<file path="config.mk">
export PLATFORM = sky130hd
export DESIGN_NAME = sum_latch_framer_flat
export DESIGN_NICKNAME = d
export VERILOG_FILES = /design/src/rtl/sum_latch_framer_if.sv /design/src/rtl/sum_latch_framer.sv /design/src/flat_wrapper.sv
export SDC_FILE = /design/constraint.sdc
export NUM_CORES = 1
export LEC_CHECK = 0
export ABC_AREA = 1
export CELL_PAD_IN_SITES_DETAIL_PLACEMENT = 0
export CELL_PAD_IN_SITES_GLOBAL_PLACEMENT = 2
export CORE_MARGIN = 3
export CORE_UTILIZATION = 37
export CTS_BUF_LIST = sky130_fd_sc_hd__clkbuf_8
export CTS_CLUSTER_DIAMETER = 100
export DETAILED_ROUTE_END_ITERATION = 12
export PLACE_DENSITY = 0.89
export SYNTH_ARGS = -nofsm -noshare
export SYNTH_HDL_FRONTEND = slang
export SYNTH_SLANG_ARGS = --single-unit
export TNS_END_PERCENT = 1
</file>
<file path="constraint.sdc">
create_clock -name clk -period 1.9 [get_ports clk]
set_clock_uncertainty 0.1 [all_clocks]
set_input_delay 0.38 -clock clk [delete_from_list [all_inputs] [get_ports clk]]
set_output_delay 0.38 -clock clk [all_outputs]
set_load 0.01 [all_outputs]
</file>
<file path="src/rtl/sum_latch_framer_if.sv">
// sum_latch_framer_if: start/busy byte handshake between the framer and the UART transmitter.
interface sum_latch_framer_if;
  logic       tx_start;
  logic [7:0] tx_data;
  logic       tx_busy;
  modport master(output tx_start, output tx_data, input tx_busy);
  modport slave(input tx_start, input tx_data, output tx_busy);
endinterface

</file>
<file path="src/rtl/sum_latch_framer.sv">
// sum_latch_framer: debounced A/B operand latch that sends A+B as "DD\r\n" to a UART TX.
module sum_latch_framer #(
  parameter int DEBOUNCE_CYCLES = 50000,
  parameter int CNT_W           = 16
) (
  input  logic                clk,
  input  logic                reset_n,
  input  logic                save_a_n,
  input  logic                save_b_n,
  input  logic [4:0]          data_input,
  sum_latch_framer_if.master  tx,
  output logic [5:0]          sum_out,
  output logic                frame_busy
);
  typedef enum logic [2:0] {IDLE, CONV, SEND, WAIT_HI, WAIT_LO} state_t;
  localparam logic [CNT_W-1:0] LAST = CNT_W'(DEBOUNCE_CYCLES - 1);
  state_t           state_q, state_d;
  logic [1:0]       s1_q, s2_q, db_q, db_d, press;
  logic [CNT_W-1:0] cnt_q [2];
  logic [CNT_W-1:0] cnt_d [2];
  logic [4:0]       a_q, a_d, b_q, b_d;
  logic [5:0]       sum_q, sum_d, rem_q, rem_d;
  logic [3:0]       tens_q, tens_d;
  logic [1:0]       idx_q, idx_d;
  logic             pending_q, pending_d, start_q, start_d, fb_q, fb_d;
  logic [7:0]       data_q, data_d, tx_byte;
  // index 0 = A, index 1 = B; the counter only runs while the synced level disagrees
  always_comb begin
    for (int i = 0; i < 2; i++) begin
      cnt_d[i] = (s2_q[i] == db_q[i] || cnt_q[i] == LAST) ? '0 : cnt_q[i] + 1'b1;
      db_d[i]  = (s2_q[i] != db_q[i] && cnt_q[i] == LAST) ? s2_q[i] : db_q[i];
    end
  end
  assign press   = db_q & ~db_d;
  assign tx_byte = idx_q == 2'd0 ? 8'h30 + {4'd0, tens_q} :
                   idx_q == 2'd1 ? 8'h30 + {2'd0, rem_q}  :
                   idx_q == 2'd2 ? 8'h0D : 8'h0A;
  always_comb begin
    state_d   = state_q;
    a_d       = press[0] ? data_input : a_q;
    b_d       = press[1] ? data_input : b_q;
    pending_d = pending_q | (|press);
    sum_d     = sum_q;
    rem_d     = rem_q;
    tens_d    = tens_q;
    idx_d     = idx_q;
    start_d   = 1'b0;
    data_d    = data_q;
    fb_d      = fb_q;
    case (state_q)
      IDLE: if (pending_q) begin
        pending_d = |press;
        sum_d     = {1'b0, a_q} + {1'b0, b_q};
        rem_d     = {1'b0, a_q} + {1'b0, b_q};
        tens_d    = '0;
        fb_d      = 1'b1;
        state_d   = CONV;
      end
      CONV: if (rem_q >= 6'd10) begin
        rem_d  = rem_q - 6'd10;
        tens_d = tens_q + 4'd1;
      end else begin
        idx_d   = '0;
        state_d = SEND;
      end
      SEND: if (!tx.tx_busy) begin
        data_d  = tx_byte;
        start_d = 1'b1;
        state_d = WAIT_HI;
      end
      WAIT_HI: if (tx.tx_busy) state_d = WAIT_LO;
      WAIT_LO: if (!tx.tx_busy) begin
        idx_d   = idx_q + 2'd1;
        fb_d    = idx_q == 2'd3 ? 1'b0 : fb_q;
        state_d = idx_q == 2'd3 ? IDLE : SEND;
      end
      default: state_d = IDLE;
    endcase
  end
  always_ff @(posedge clk or negedge reset_n) begin
    if (!reset_n) begin
      s1_q      <= '1;
      s2_q      <= '1;
      db_q      <= '1;
      cnt_q[0]  <= '0;
      cnt_q[1]  <= '0;
      state_q   <= IDLE;
      a_q       <= '0;
      b_q       <= '0;
      pending_q <= 1'b0;
      sum_q     <= '0;
      rem_q     <= '0;
      tens_q    <= '0;
      idx_q     <= '0;
      start_q   <= 1'b0;
      data_q    <= '0;
      fb_q      <= 1'b0;
    end else begin
      s1_q      <= {save_b_n, save_a_n};
      s2_q      <= s1_q;
      db_q      <= db_d;
      cnt_q[0]  <= cnt_d[0];
      cnt_q[1]  <= cnt_d[1];
      state_q   <= state_d;
      a_q       <= a_d;
      b_q       <= b_d;
      pending_q <= pending_d;
      sum_q     <= sum_d;
      rem_q     <= rem_d;
      tens_q    <= tens_d;
      idx_q     <= idx_d;
      start_q   <= start_d;
      data_q    <= data_d;
      fb_q      <= fb_d;
    end
  end
  assign tx.tx_start = start_q;
  assign tx.tx_data  = data_q;
  assign sum_out     = sum_q;
  assign frame_busy  = fb_q;
endmodule

</file>
<file path="src/flat_wrapper.sv">
// flat-port wrapper written by rule: the top's interface ports become plain ports
module sum_latch_framer_flat 
#(
  parameter int DEBOUNCE_CYCLES = 50000,
  parameter int CNT_W           = 16
)
  (clk, reset_n, save_a_n, save_b_n, data_input, sum_out, frame_busy, tx_tx_start, tx_tx_data, tx_tx_busy);
  sum_latch_framer_if tx_i ();
  input  logic clk;
  input  logic reset_n;
  input  logic save_a_n;
  input  logic save_b_n;
  input  logic [4:0] data_input;
  output logic [5:0] sum_out;
  output logic frame_busy;
  output wire logic [$bits(tx_i.tx_start)-1:0] tx_tx_start;
  output wire logic [$bits(tx_i.tx_data)-1:0] tx_tx_data;
  input wire logic [$bits(tx_i.tx_busy)-1:0] tx_tx_busy;
  assign tx_tx_start = tx_i.tx_start;
  assign tx_tx_data = tx_i.tx_data;
  assign tx_i.tx_busy = tx_tx_busy;
  sum_latch_framer #(.DEBOUNCE_CYCLES(DEBOUNCE_CYCLES), .CNT_W(CNT_W)) u_core (.clk(clk), .reset_n(reset_n), .save_a_n(save_a_n), .save_b_n(save_b_n), .data_input(data_input), .tx(tx_i), .sum_out(sum_out), .frame_busy(frame_busy));
endmodule
</file>
* Word-level counts from Yosys, hierarchy flattened *
Index checks and enable logic that the tools add are counted.
W data, S select, Z words.

word-level totals
  bits in read-only memories = 0
  RAM bits = 0
  memories = 0
  latch bits = 0
  logic and storage cells = 96
  input bits = 10
  output and inout port bits = 16
  flip-flop bits (word level) = 80

operators by class
  mux-type cells = 31
  reductions and logical operators = 16
  equal/unequal tests = 20
  shift-type cells = 0
  bitwise gates (word level) = 4
  magnitude comparators = 1
  $mul = 0
  add/sub/neg operators = 8
  div/mod/pow operators = 0

operators with widths
  kind                     count
  $add A16 B1 Y16 const B  2
  $eq A16 B16 Y1 const B   2
  $mux W16                 2
  $mux W3                  6
  $mux W8                  2
  $pmux W3 S5              1
  $mux W6                  2
  $pmux W6 S2              1
  $mux W1                  9
  $mux W4                  2
  $ne A2 B2 Y1 const B     4
  $pmux W4 S2              1
  $add A6 B4 Y7 const A    1
  $add A6 B6 Y7 const A    1
  $add A5 B5 Y6            1
  $eq A3 B2 Y1 const B     2
  $ge A6 B4 Y1 const B     1
  $mux W2                  3
  $ne A2 B1 Y1 const B     3
  $reduce_and A3 Y1        2
  $reduce_bool A2 Y1       3
  $sub A6 B4 Y6 const B    1
  $reduce_and A5 Y1        1
  $add A4 B1 Y4 const B    1
  20 further kinds         26

* Logic depth before layout (Yosys ltp) *
Gate-level depths: netlist (run 1).

  depth after elaboration = 9
  gate-level depth with buffers = 9
  gate-level depth less buffers = 9

* Worst setup path before layout (run 1) *
Ideal clock, no wire load.

  path kind = reg-to-reg
  start point = register u_core.b_q[0]
  end point = register u_core.rem_q[2]
  period minus slack after synthesis = 1.579 ns
  library setup time = 0.132 ns
  data required time = 1.668 ns
  stages on the path, launching flop included = 8
  data arrival time = 1.347 ns
  path buffers = 0
  path slack = 0.321 ns
  cell sequence = dfrtp_1 -> ha_1 -> fa_1 -> xor2_1 -> nand2_1 -> o21ai_0 -> nand2_1 -> o21ai_0

between the ends
  cells in the longest elaborated chain, start to end = 3

ends and longest elaborated chain
  what                    line                     RTL
  start, declared         sum_latch_framer.sv:21   logic [4:0] a_q, a_d, b_q, b_d;
  start signal, assigned  sum_latch_framer.sv:89   b_q <= '0;
  start signal, assigned  sum_latch_framer.sv:106  b_q <= b_d;
  $add A5 B5 Y6           sum_latch_framer.sv:54   rem_d = {1'b0, a_q} + {1'b0, b_q};
  $mux W6                 sum_latch_framer.sv:51   IDLE: if (pending_q) begin
  $pmux W6 S2             sum_latch_framer.sv:50   case (state_q)
  end signal, assigned    sum_latch_framer.sv:109  rem_q <= rem_d;
  end, declared           sum_latch_framer.sv:22   logic [5:0] sum_q, sum_d, rem_q, rem_d;

Every way passes these cells. The select of a mux whose other input is x is not followed.
A chain may end at the register's enable or synchronous reset.

* Worst setup path after layout (run 1) *
  start point = register u_core.sum_q[3], in the netlist u_core.sum_out[3]
  end point = output sum_out[3]

RTL lines
  what                    line                     RTL
  start, declared         sum_latch_framer.sv:22
  start signal, assigned  sum_latch_framer.sv:108  sum_q <= sum_d;
  end, declared           flat_wrapper.sv:14       output logic [5:0] sum_out;

No word-level cell between the ends.

==> results of run 1 <==
[power by group]
part	total [mW]	internal, mW	switching, mW
registers	2.06	1.89	0.180
clock network	1.45	0.841	0.608
logic	1.27	0.512	0.760
[through the flow]
| stage | cells | area, µm² | power (mW) |
|---|---|---|---|
| global route | 726 | 4960 | 5.16 |
| CTS | 726 | 4960 | 4.88 |
| global placement | 709 | 4710 | 3.39 |
| floorplan | 545 | 4280 | 2.93 |
| detailed placement | 709 | 4710 | 3.39 |
| finish | 726 | 4960 | 4.79 |
[cell type report]
class	count	area, µm²
inverter	68	255
tap	140	175
timing repair buffer	32	325
sequential	79	1980
multi-input combinational	391	1980
fill	1105	6120
clock buffer	12	165
clock inverter	4	68.8
[synthesized netlist by cell type, drive strengths merged]
master | number | area [µm²]
o22ai | 1 | 6.26
dfstp | 6 | 158
conb | 1 | 3.75
o211ai | 2 | 15.0
a31oi | 1 | 6.26
xor2 | 16 | 140
o21ai | 27 | 146
nand3 | 45 | 255
dfrtp | 73 | 1830
ha | 14 | 175
o31ai | 1 | 7.51
o21a | 2 | 15.0
nand4 | 17 | 106
or2 | 1 | 6.26
fa | 1 | 20.0
nor2 | 82 | 365
a21oi | 8 | 40.0
nand2 | 159 | 609
nor3 | 13 | 65.1
inv | 68 | 255
buf | 7 | 58.8
[per-layer routing]
| metal | global-route usage (%) | vias up | routed length (µm) |
|---|---|---|---|
| met5 | 0 | - | 0 |
| met4 | 6.01 | 0 | 142 |
| met3 | 3.13 | 12 | 355 |
| met2 | 22.5 | 47 | 3870 |
| met1 | 21.6 | 1563 | 4420 |
| li1 | - | 1808 | - |
[registers in the layout, summed over array words and instances, names as in the netlist]
signal and cells:
u_core.a_q 5, u_core.b_q 5, u_core.cnt_q 32, u_core.db_q 2, u_core.frame_busy 1, u_core.idx_q 2
u_core.pending_q 1, u_core.rem_q 6, u_core.s1_q 2, u_core.s2_q 2, u_core.state_q 3, u_core.sum_out 6
u_core.tens_q 4, u_core.tx.tx_data 7, u_core.tx.tx_start 1
[cell families (layout without fill, tap and decap cells)]
group,Yosys count,count (layout)
AO/OA/AOI/OAI,42,42
XOR/XNOR,16,16
adder cells (fa/ha/maj),15,15
buffers and inverters,75,116
flip-flops,79,79
other,1,1
AND/OR/NAND/NOR,317,317
[placed cells by master, fill, tap and decap left out]
cell	Yosys	layout
dlygate4sd3_1	0	1
o21a_1	2	2
o211ai_1	2	2
ha_1	14	14
nand3_1	42	42
dfrtp_1	73	73
a21oi_1	8	8
o21ai_1	7	7
nor2_4	6	6
a31oi_1	1	1
clkbuf_8	0	12
nand2_1	156	156
nand2_4	1	1
clkinv_2	0	1
buf_4	2	6
buf_12	0	2
or2_2	1	1
nor3_1	13	13
nor2_1	71	71
o21ai_4	1	1
inv_1	65	66
conb_1	1	1
xor2_1	16	16
nand4_1	17	17
nand2_2	2	2
nand3_4	2	2
o22ai_1	1	1
clkdlybuf4s50_1	0	23
o21ai_0	19	19
nand3_2	1	1
inv_2	3	3
dfstp_2	6	6
o31ai_1	1	1
fa_1	1	1
nor2_2	5	5
bufinv_16	0	2
[final timing paths]
| check | startpoint | end | slack [ns] | depth (start not counted) |
|---|---|---|---|---|
| worst max-delay path | u_core.sum_out[3]$_DFFE_PN0P_ | sum_out[3] | 0.14 | 1 |
| worst min-delay path | u_core.s1_q[0]$_DFF_PN1_ | u_core.s2_q[0]$_DFF_PN1_ | 0.26 | 0 |
| worst max register to register | u_core.a_q[0]$_DFFE_PN0P_ | u_core.sum_out[4]$_DFFE_PN0P_ | 0.22 | 7 |
| worst min register to register | u_core.s1_q[0]$_DFF_PN1_ | u_core.s2_q[0]$_DFF_PN1_ | 0.26 | 0 |
| max in group asynchronous | reset_n | u_core.s2_q[1]$_DFF_PN1_ | 0.84 | 3 |
| min in group asynchronous | reset_n | u_core.tx.tx_data[1]$_DFFE_PN0P_ | 0.46 | 3 |
==> impl_metrics.csv, run 1 <==
group,metric,value,unit
outcome,status,"completed",
clocking,cts_resized,0,
logic_synthesis,syn_inst,545,
cells_and_area,final_core_util,44.7,%
cells_and_area,syn2layout_area_growth,15.8,%
place,pre_cts_ws,0.198,ns
timing,hold-worst-slack,0.260,ns
routing,vias_per_cell,4.72,
routing,wl_per_cell,12.1,µm
logic_synthesis,ys_types,32,
global_route,grt_max_degree,80,
power_and_ir_drop,power_density,965,nW/µm²
timing,grt_setup_unrepaired,"false",
global_route,grt_pass1_wl,15.8,mm
clocking,htree_levels,3,
timing,layout_setup_ws,0.142,ns
critical_path,slowest_delay,0.55,ns
critical_path,crit_type,"reg2out",
logic_synthesis,yosys.area_share.simple,32.9,%
min_path,hold_class,"reg2reg",
global_route,grt_overflow_total,0,
clocking,cts_made_buffers,9,
clocking,clockBufferDepth,2,
clocking,hold_buffers,1,
timing,final-hold-violation-count,0,
clocking,cts_tree,"done",
clocking,insertion_delay,0.36,ns
timing,fmax,569,MHz
clocking,post_cts_buffers,0,
logic_synthesis,synth_seq_area_share,46.3,%
logic_synthesis,avgSynthCellArea,7.86,µm²
global_route,grt_pass1_vias,3296,
timing,setup_violations,0,
job,maxCapViolCount,0,
logic_synthesis,synth_compound_area_share,5.52,%
timing,post-route-period-util,92.5,%
logic_synthesis,synth_xor_xnor_area_share,3.27,%
routing,drt_iter0_drc,168,
place,io_buffer_count,24,
timing,finalCriticalPeriod,1.76,ns
floorplan,die_w,114,µm
routing,remaining_drc_errors,0,
critical_path,path_cells,"clkdlybuf4s50_1",
critical_path,cp.required,1.42,ns
critical_path,cp-start-kind,"register",
logic_synthesis,mappedNetlistNets,570,
logic_synthesis,ys_warn_count,0,
place,dp.final_hpwl,6.55,mm
cells_and_area,fin_nets,606,
global_route,antenna_found_initial,0,
routing,ant_nets,0,
logic_synthesis,synth_seq_cells,79,
clocking,path_clk_slew,0.08,ns
cells_and_area,drive_gt1_share,8.70,%
floorplan,die_h,114,µm
routing,wirelength,8.79,mm
routing,first_pass_iters,4,
floorplan,placementRows,38,
critical_path,cp_top_family,"buffers and inverters",
floorplan,die_area,12900,µm²
cells_and_area,n_antenna_cell,0,
critical_path,crit_path_top_delay_cell,"clkdlybuf4s50_1",
logic_synthesis,synth_mux_area_share,0,%
floorplan,ios,26,
floorplan,initial_core_util,38.6,%
routing,vias,3430,
critical_path,crit_fanout,2,
global_route,track_usage,15.1,%
logic_synthesis,synthAdderAreaFrac,4.56,%
timing,totalNegativeSetupSlack,0,ns
critical_path,critPathCaptureType,"output port",
logic_synthesis,synth_top_family_by_area,"simple AND/OR/NAND/NOR gates",
clocking,clockRootBuffer,"clkbuf_8",
clocking,clock-sinks,79,
place,gp_congestion,0.826,
critical_path,cp_data_arrival_time,1.28,ns
timing,slew_violations,0,
power_and_ir_drop,vdd_drop_max,0.515,mV
critical_path,path_buf_inv,1,
floorplan,core_area,11100,µm²
logic_synthesis,syn_area,4280,µm²
power_and_ir_drop,p_leak,2.29,nW
No activity file was read; power rests on OpenSTA's default activity.
==> inputs of run 2 (changes only) <==
PLACE_DENSITY = default   (was 0.89)
PLACE_DENSITY_LB_ADDON = 0.2   (was default)
==> run 2 against run 1 <==
Compared with the run above: power is 6.6% lower; wire length is 2.2% higher; hold slack hardly changed; largest cell class unchanged; count of clock-buffer cells in the layout is 2 lower; die area stayed put; non-clock buffer count stayed put; sequential share of layout area is 0.44 points higher; sequential power hardly changed; maximum frequency is 0.62% lower; global-route usage is 0.30 points higher.
==> impl_metrics.csv, run 2 (synthesis results as in run 1) <==
group,metric,value,unit
place,dp.final_hpwl,6.66,mm
power_and_ir_drop,power.share.clock,25.2,%
floorplan,placementRows,38,
cells_and_area,largest-register,"u_core.cnt_q",
cells_and_area,final_cell_mix,"nand2_1 (156), dfrtp_1 (73), nor2_1 (71)",
clocking,insertion_delay,0.37,ns
global_route,grt_pass1_vias,3381,
critical_path,cp-start-kind,"register",
cells_and_area,drive_gt1_share,8.53,%
min_path,hold_class,"reg2reg",
cells_and_area,n_antenna_cell,0,
clocking,post_cts_buffers,0,
floorplan,core_area,11100,µm²
routing,ant_nets,0,
global_route,grt_pass1_wl,15.9,mm
critical_path,crit_fanout,2,
cells_and_area,design_area,4900,µm²
clocking,cts_tree,"done",
power_and_ir_drop,combPwrFrac,28.6,%
floorplan,die_w,114,µm
power_and_ir_drop,vdd_drop_max,0.512,mV
timing,fmax,565,MHz
critical_path,path_buf_inv,1,
routing,drt_iter0_drc,140,
routing,vias,3443,
place,gp_congestion,0.796,
critical_path,slowest_delay,0.54,ns
power_and_ir_drop,p_int,2.89,mW
power_and_ir_drop,power_density,912,nW/µm²
power_and_ir_drop,finalPower,4.47,mW
cells_and_area,fillers,1155,
clocking,clockRootBuffer,"clkbuf_8",
critical_path,cp.required,1.42,ns
clocking,path_clk_slew,0.08,ns
timing,slew_violations,0,
routing,first_pass_iters,4,
cells_and_area,syn2layout_area_growth,14.5,%
power_and_ir_drop,swShare,35.4,%
place,io_buffer_count,24,
clocking,clockBufferDepth,2,
timing,final-hold-violation-count,0,
floorplan,ios,26,
critical_path,cp_data_arrival_time,1.29,ns
critical_path,crit_type,"reg2out",
timing,post-route-period-util,93.1,%
routing,remaining_drc_errors,0,
critical_path,crit_path_top_delay_cell,"clkdlybuf4s50_1",
job,maxCapViolCount,0,
power_and_ir_drop,pwr-share-seq,46.2,%
floorplan,die_area,12900,µm²
global_route,grt_overflow_total,0,
cells_and_area,layout_commonest_cell,"nand2_1",
routing,vias_per_cell,4.74,
power_and_ir_drop,netSwitchingPower,1.58,mW
outcome,status,"completed",
global_route,track_usage,15.4,%
clocking,htree_levels,3,
clocking,clock-sinks,79,
timing,setup_violations,0,
place,dp.cells,709,
timing,grt_setup_unrepaired,"false",
global_route,antenna_found_initial,0,
routing,wl_per_cell,12.4,µm
cells_and_area,final_cells,726,
routing,wirelength,8.98,mm
place,placed_cell_area,4730,µm²
timing,totalNegativeSetupSlack,0,ns
cells_and_area,fin_nets,606,
floorplan,die_h,114,µm
floorplan,initial_core_util,38.6,%
cells_and_area,largest_reg_flops,32,
critical_path,path_cells,"clkdlybuf4s50_1",
clocking,cts_made_buffers,9,
timing,finalCriticalPeriod,1.77,ns
critical_path,critPathCaptureType,"output port",
cells_and_area,final_core_util,44.3,%
global_route,grt_max_degree,51,
power_and_ir_drop,p_leak,2.27,nW
critical_path,cp_top_family,"buffers and inverters",
## run 2: metal layers
layer  routed length [µm]  GRT usage [%]  vias to the layer above  share of wire (%)
met2                 4290           24.6                       31                 48
met1                 4370           20.3                     1604                 49
li1                     -              -                     1798                  -
met4                  133           7.45                        0                1.5
met3                  193           2.86                       10                2.1
met5                    0              0                        -                  0
## run 2: cell type report
| cell class | instances | area [µm²] | area share (%) |
|---|---|---|---|
| clock buffers | 10 | 138 | 2.81 |
| clock inverters | 6 | 30.0 | 0.612 |
| inverters | 68 | 255 | 5.21 |
| multi-input cells | 391 | 1980 | 40.4 |
| flip-flops and latches | 79 | 1980 | 40.5 |
| well taps | 140 | 175 | 3.57 |
| repair buffers | 32 | 338 | 6.89 |
## run 2: path summary, 6_finish.rpt
| kind | startpoint | endpoint | slack (ns) | depth (start not counted) |
|---|---|---|---|---|
| setup reg to reg | u_core.b_q[0]$_DFFE_PN0P_ | u_core.rem_q[4]$_DFFE_PN0P_ | 0.18 | 8 |
| hold / removal | u_core.s1_q[0]$_DFF_PN1_ | u_core.s2_q[0]$_DFF_PN1_ | 0.26 | 0 |
| setup / recovery | u_core.sum_out[0]$_DFFE_PN0P_ | sum_out[0] | 0.13 | 1 |
| hold reg to reg | u_core.s1_q[0]$_DFF_PN1_ | u_core.s2_q[0]$_DFF_PN1_ | 0.26 | 0 |
| max in group asynchronous | reset_n | u_core.s1_q[1]$_DFF_PN1_ | 0.95 | 3 |
| min in group asynchronous | reset_n | u_core.sum_out[5]$_DFFE_PN0P_ | 0.41 | 3 |
## run 2: through the flow
| step | setup WS, ns | hold slack [ns] |
|---|---|---|
| 4_1_cts | 0.105 | 0.261 |
| 2_1_floorplan | 0.321 | -0.0156 |
| 3_3_place_gp | 0.196 | 0.248 |
| 5_1_grt | 0.0615 | 0.262 |
| 6_report | 0.131 | 0.260 |
| 3_5_place_dp | 0.180 | 0.249 |
## run 2: power groups by stage
stage / Combinational (mW) / Clock (mW) / Sequential, mW
after floorplan: 0.839 / 0 / 2.09
final: 1.28 / 1.13 / 2.06
after detailed placement: 1.30 / 0 / 2.10
after global routing: 1.48 / 1.25 / 2.10
after CTS: 1.31 / 1.19 / 2.07
after global placement: 1.30 / 0 / 2.09
## run 2: repair_timing
| action | in CTS | in global routing |
|---|---|---|
| resized for setup | 0 | 0 |
| endpoints found under the hold margin | 73 | 0 |
| hold buffers | 1 | 0 |
==> inputs of run 3 (changes only) <==
HOLD_SLACK_MARGIN = 0.02   (was default)
==> results of run 3 <==
Same layout as run 2: the final DEF is identical, and so are final timing and power.
